File: src/rtl/ram_arb_pkg.sv
// Shared types and constants for the two-port data-RAM arbiter.
package ram_arb_pkg;

    localparam int unsigned RAM_DEPTH  = 128;
    localparam int unsigned RAM_DATA_W = 8;
    localparam int unsigned RAM_ADDR_W = 8;

    localparam logic PORT0 = 1'b0;
    localparam logic PORT1 = 1'b1;

    typedef enum logic [1:0] {
        IDLE   = 2'd0,
        ACCESS = 2'd1,
        RESP   = 2'd2
    } state_t;

    // Request payload latched from the winning port.
    typedef struct packed {
        logic                  we;
        logic [RAM_ADDR_W-1:0] addr;
        logic [RAM_DATA_W-1:0] wdata;
    } mem_req_t;

endpackage

File: src/rtl/ram_arbiter_rr_arb2.sv
// Combinational two-way round-robin picker: on a tie the port not granted last wins.
module rr_arb2
    import ram_arb_pkg::*;
(
    input  logic [1:0] req,
    input  logic       last,
    output logic [1:0] gnt,
    output logic       gnt_id
);

    // Port 0 wins alone or when port 1 was granted last; port 1 symmetric.
    always_comb begin
        gnt[0] = req[0] & (~req[1] | (last == PORT1));
        gnt[1] = req[1] & (~req[0] | (last == PORT0));
        gnt_id = gnt[1] ? PORT1 : PORT0;
    end

endmodule

File: src/rtl/ram_arbiter.sv
// Two-port round-robin access controller for the 128x8 combinational-read data RAM.
module ram_arbiter
    import ram_arb_pkg::*;
#(
    parameter int unsigned DATA_W = RAM_DATA_W,
    parameter int unsigned ADDR_W = RAM_ADDR_W,
    parameter int unsigned DEPTH  = RAM_DEPTH
) (
    input  logic              clk,
    input  logic              rst_n,
    input  logic              m0_req,
    input  logic              m0_we,
    input  logic [ADDR_W-1:0] m0_addr,
    input  logic [DATA_W-1:0] m0_wdata,
    input  logic              m1_req,
    input  logic              m1_we,
    input  logic [ADDR_W-1:0] m1_addr,
    input  logic [DATA_W-1:0] m1_wdata,
    output logic              m0_ack,
    output logic              m1_ack,
    output logic [DATA_W-1:0] rsp_rdata,
    output logic              rsp_err,
    output logic              busy,
    output logic [ADDR_W-1:0] ram_addr,
    output logic [DATA_W-1:0] ram_wdata,
    output logic              ram_rd_en,
    output logic              ram_wr_en,
    input  logic [DATA_W-1:0] ram_rdata
);

    state_t            state_q, state_d;
    logic              last_q, last_d;
    logic              id_q, id_d;
    logic              we_q, we_d;
    logic              ill_q, ill_d;
    logic [ADDR_W-1:0] addr_d;
    logic [DATA_W-1:0] wdata_d, rdata_d;
    logic              rd_en_d, wr_en_d, ack0_d, ack1_d, err_d, busy_d;

    logic [1:0]        gnt_c;
    logic              gnt_id_c;
    mem_req_t          sel_c;
    logic              sel_ill_c;

    rr_arb2 u_arb (
        .req    ({m1_req, m0_req}),
        .last   (last_q),
        .gnt    (gnt_c),
        .gnt_id (gnt_id_c)
    );

    // Payload of the winning port and its address legality.
    assign sel_c     = (gnt_id_c == PORT1) ? {m1_we, m1_addr, m1_wdata}
                                           : {m0_we, m0_addr, m0_wdata};
    assign sel_ill_c = (32'(sel_c.addr) >= DEPTH);

    // Next-state and next-output logic; RAM strobes are set one edge ahead so they are high exactly in ACCESS.
    always_comb begin
        state_d = state_q;
        last_d  = last_q;
        id_d    = id_q;
        we_d    = we_q;
        ill_d   = ill_q;
        addr_d  = ram_addr;
        wdata_d = ram_wdata;
        rd_en_d = 1'b0;
        wr_en_d = 1'b0;
        ack0_d  = 1'b0;
        ack1_d  = 1'b0;
        rdata_d = '0;
        err_d   = 1'b0;

        case (state_q)
            IDLE: begin
                if (|gnt_c) begin
                    state_d = ACCESS;
                    last_d  = gnt_id_c;
                    id_d    = gnt_id_c;
                    we_d    = sel_c.we;
                    ill_d   = sel_ill_c;
                    addr_d  = sel_c.addr;
                    wdata_d = sel_c.wdata;
                    rd_en_d = ~sel_c.we & ~sel_ill_c;
                    wr_en_d = sel_c.we & ~sel_ill_c;
                end
            end
            ACCESS: begin
                state_d = RESP;
                ack0_d  = (id_q == PORT0);
                ack1_d  = (id_q == PORT1);
                err_d   = ill_q;
                rdata_d = (~we_q & ~ill_q) ? ram_rdata : '0;
            end
            RESP: begin
                state_d = IDLE;
            end
            default: begin
                state_d = IDLE;
            end
        endcase

        busy_d = (state_d != IDLE);
    end

    // State, request latch and registered outputs.
    always_ff @(posedge clk or negedge rst_n) begin
        if (!rst_n) begin
            state_q   <= IDLE;
            last_q    <= PORT1;
            id_q      <= PORT0;
            we_q      <= 1'b0;
            ill_q     <= 1'b0;
            ram_addr  <= '0;
            ram_wdata <= '0;
            ram_rd_en <= 1'b0;
            ram_wr_en <= 1'b0;
            m0_ack    <= 1'b0;
            m1_ack    <= 1'b0;
            rsp_rdata <= '0;
            rsp_err   <= 1'b0;
            busy      <= 1'b0;
        end else begin
            state_q   <= state_d;
            last_q    <= last_d;
            id_q      <= id_d;
            we_q      <= we_d;
            ill_q     <= ill_d;
            ram_addr  <= addr_d;
            ram_wdata <= wdata_d;
            ram_rd_en <= rd_en_d;
            ram_wr_en <= wr_en_d;
            m0_ack    <= ack0_d;
            m1_ack    <= ack1_d;
            rsp_rdata <= rdata_d;
            rsp_err   <= err_d;
            busy      <= busy_d;
        end
    end

endmodule

File: config.mk
export PLATFORM = sky130hd
export DESIGN_NAME = ram_arbiter
export DESIGN_NICKNAME = d
export VERILOG_FILES = /design/src/rtl/ram_arb_pkg.sv /design/src/rtl/ram_arbiter_rr_arb2.sv /design/src/rtl/ram_arbiter.sv
export SDC_FILE = /design/constraint.sdc
export NUM_CORES = 1
export LEC_CHECK = 0
export ABC_AREA = 1
export CORE_MARGIN = 2
export CORE_UTILIZATION = 41
export CTS_CLUSTER_SIZE = 20
export DETAILED_ROUTE_END_ITERATION = 8
export GPL_ROUTABILITY_DRIVEN = 0
export GPL_TIMING_DRIVEN = 1
export PLACE_DENSITY_LB_ADDON = 0.15
export SLEW_MARGIN = 20
export SYNTH_ARGS = -nofsm -noshare
export SYNTH_HDL_FRONTEND = slang
export SYNTH_SLANG_ARGS = --single-unit
File: constraint.sdc
create_clock -name clk -period 1.4 [get_ports clk]
set_clock_uncertainty 0.05 [all_clocks]
set_input_delay 0.21 -clock clk [delete_from_list [all_inputs] [get_ports clk]]
set_output_delay 0.21 -clock clk [all_outputs]
set_load 0.01 [all_outputs]
==> metrics.log <==
[metrics] outcome: completed
[metrics] net count after synthesis: 239
[metrics] FFs w/ async S/R, synth: 100.0%
[metrics] leakage power total: 1.462 nW
[metrics] number of H-tree branching levels: 2
[metrics] die area: 4585 um2
[metrics] fraction of final layout cells with drive strength greater than 1: 9.677%
[metrics] class of the most critical setup path: in2reg
[metrics] half-perimeter wire length after placement: 2.845 mm
[metrics] clock slew at reported path FFs: 70 ps
[metrics] post-synthesis sequential area ratio: 54.21%
[metrics] Core Rows: 23
[metrics] clock latency reported for the late side of the worst-skew pair: 280 ps
[metrics] arrival time of the worst setup path: 1380 ps
[metrics] mean cell area of the mapped netlist: 8.622 um2
[metrics] antenna violations before repair: 0
[metrics] via count: 1460
[metrics] final antenna diode count: 0
[metrics] y dimension of the die: 67.71 um
[metrics] first-pass GRT wire length: 6.334 mm
[metrics] CP startpoint kind: input pin
[metrics] routed length per placed instance: 11.52 um
[metrics] most instantiated library cell after synthesis: sky130_fd_sc_hd__nand2_1
[metrics] number of endpoints with negative hold slack in the final report: 0
[metrics] maximum clock rate: 794.1 MHz
[metrics] Vias per Instance: 4.438
[metrics] count of yosys warnings during synthesis: 0
[metrics] clock buffers created by TritonCTS: 5
[metrics] largest net degree at the start of global routing: 37
[metrics] fill cell count: 344
[metrics] hold wc startpoint: id_q
[metrics] Critical path origin: m1_req
[metrics] aggregate global routing overflow: 0
[metrics] CTS tree: built
[metrics] Synth area leader: sky130_fd_sc_hd__dfrtp_1
[metrics] power density over the cells: 1709 nW/um2
[metrics] multi-input combinational cell area: 586.8 um2
[metrics] highest fanout seen on the critical path: 6
[metrics] width of the chip: 67.71 um
[metrics] clock tree root driver cell: sky130_fd_sc_hd__clkbuf_8
[metrics] count of endpoints failing setup in the final report: 0
[metrics] worst min-delay path category: reg2reg
[metrics] Critical Path End Type: flop
[metrics] WL final: 3.789 mm
[metrics] Placed Area: 2536 um2
[metrics] commonest register cell after synthesis: sky130_fd_sc_hd__dfrtp_1
[metrics] Slew headroom: 69.58%
[metrics] proportion of netlist area held by the largest area contributor: 52.63%
[metrics] min cycle time layout: 1259 ps
[metrics] Syn Std Cell Area: 1664 um2
[metrics] buffer levels on the longest clock path: 2
[metrics] area taken by flip-flops and latches: 902.1 um2
[metrics] overall fraction of global-route tracks in use: 18.40%
[metrics] number of max-cap violations: 0
[metrics] Syn-to-layout area delta: 58.12%
[metrics] count of different cell masters after synthesis: 18
[metrics] number of instances in the synthesized netlist: 193
[metrics] FF+latch count, synth: 36
[metrics] number of enable flip-flop cells after synthesis: 0
[metrics] Worst Max-Slew Pin Slew: 456.2 ps
[metrics] post-route fraction of the period consumed by the critical path: 89.95%
[metrics] I/O Pins: 76
[metrics] data required time at the worst endpoint: 1520 ps
[metrics] number of pins exceeding their max-slew limit in the final report: 0
[metrics] hold slack: 377.8 ps
[metrics] buffers added on ports: 75
[metrics] unrepaired setup endpoints after global routing: false
[metrics] drt pass-1 iters: 4
[metrics] initial standard-cell utilization of the core: 42.21%
[metrics] list of most frequent post-synthesis cells: sky130_fd_sc_hd__nand2_1, sky130_fd_sc_hd__dfrtp_1, sky130_fd_sc_hd__inv_1
[metrics] Max VDD drop: 0.0008198 V
[metrics] DRT iter0 DRCs: 60
[metrics] core area: 3943 um2
[metrics] Post-Layout Inst Area: 2631 um2
[metrics] final routed DRC violation total: 0
[metrics] Net count, final: 324
[metrics] biggest area contributors in the synthesized netlist: sky130_fd_sc_hd__dfrtp_1, sky130_fd_sc_hd__nand2_1, sky130_fd_sc_hd__nand3b_1, sky130_fd_sc_hd__nand3_1, sky130_fd_sc_hd__inv_1
[metrics] count of antenna-violating nets left after detailed routing: 0
[metrics] via count of the first global-routing pass: 1429
[metrics] beginning of the worst register-to-register path: last_q
[metrics] TritonCTS sink count: 36
routing by layer:
layer | part of all wire [%] | track usage (%)
met1 | 41 | 21.22
met2 | 50 | 32.60
met3 | 8.0 | 4.833
met4 | 0.32 | 6.633
met5 | 0 | 0
critical path: stages:
cell and delay, ps:
sky130_fd_sc_hd__clkdlybuf4s50_1 550, sky130_fd_sc_hd__buf_4 200, sky130_fd_sc_hd__nand2_4 100, sky130_fd_sc_hd__nand2_1 100, sky130_fd_sc_hd__nand2_1 70, sky130_fd_sc_hd__nand2_1 80, sky130_fd_sc_hd__nand2_1 60
where the power goes:
part           total [mW]  internal (mW)  switching (mW)
clock network       0.891          0.528           0.362
registers            1.66           1.47           0.194
logic                1.95          0.934            1.01
total                4.50           2.93            1.57
final timing paths:
kind / end / slack [ps] / cells past startpoint
max: ill_q / 140 / 7
min: m0_ack / 380 / 1
max reg2reg: ram_addr[4] / 180 / 6
min reg2reg: m0_ack / 380 / 1
max in group asynchronous: last_q / 520 / 3
min in group asynchronous: busy / 440 / 3
per-stage QoR:
stage                     setup WS (ps)  util, %  instances  power (mW)  setup TNS (ps)
after floorplan                   255.7        -        193       2.765               0
after global placement           -83.64    64.33        320       3.851           -1306
after detailed placement         -108.2    64.33        320       3.886           -1677
after CTS                         2.135    66.49        329       4.576               0
after global routing              50.02    66.74        329       4.846               0
final                             140.7    66.74        329       4.497               0
sequential cells by signal, indices dropped and copies added (netlist names), 2 cells and up:
name       flops
ram_addr       8
ram_wdata      8
rsp_rdata      8
state_q        2
area by class of cell:
type                       instances  area share [%]
inverter                          25           3.566
sequential                        36           34.28
timing repair buffer              87           33.38
tap                               50           2.378
multi-input combinational        123           22.30
clock buffer                       6           2.758
clock inverter                     2           1.331
logic make-up after synthesis:
| family | Yosys count | share of synthesized area, % |
|---|---|---|
| compound gates | 1 | 0.3005 |
| buf+inv | 34 | 10.53 |
| flops | 36 | 54.21 |
| simple gates | 122 | 34.96 |
cells in the final DEF (no fill, tap or decap):
cell | Yosys | final
sky130_fd_sc_hd__buf_12 | 0 | 5
sky130_fd_sc_hd__buf_2 | 2 | 1
sky130_fd_sc_hd__buf_4 | 0 | 6
sky130_fd_sc_hd__bufinv_16 | 0 | 1
sky130_fd_sc_hd__clkbuf_1 | 1 | 1
sky130_fd_sc_hd__clkbuf_8 | 0 | 5
sky130_fd_sc_hd__clkdlybuf4s50_1 | 0 | 44
sky130_fd_sc_hd__clkinv_1 | 1 | 1
sky130_fd_sc_hd__clkinv_2 | 0 | 1
sky130_fd_sc_hd__dfrtp_1 | 35 | 35
sky130_fd_sc_hd__dfstp_2 | 1 | 1
sky130_fd_sc_hd__dlygate4sd2_1 | 0 | 26
sky130_fd_sc_hd__dlygate4sd3_1 | 0 | 1
sky130_fd_sc_hd__dlymetal6s2s_1 | 0 | 4
sky130_fd_sc_hd__inv_1 | 23 | 23
sky130_fd_sc_hd__inv_2 | 1 | 1
sky130_fd_sc_hd__nand2_1 | 69 | 69
sky130_fd_sc_hd__nand2_2 | 1 | 1
sky130_fd_sc_hd__nand2_4 | 2 | 2
sky130_fd_sc_hd__nand3_1 | 19 | 19
sky130_fd_sc_hd__nand3b_1 | 15 | 15
sky130_fd_sc_hd__nor2_1 | 13 | 13
sky130_fd_sc_hd__nor2_4 | 1 | 1
sky130_fd_sc_hd__nor2_8 | 1 | 1
sky130_fd_sc_hd__o21ai_0 | 1 | 1
sky130_fd_sc_hd__or2_2 | 1 | 1
repair_timing:
action / 4_1_cts / 5_1_grt
endpoints found under the hold margin: 35 / 0
setup endpoints to repair: 26 / 4
hold buffers: 1 / 0
gates resized for setup: 26 / 4
buffers inserted: 0 / 0
(Power assumes the default switching activity.)
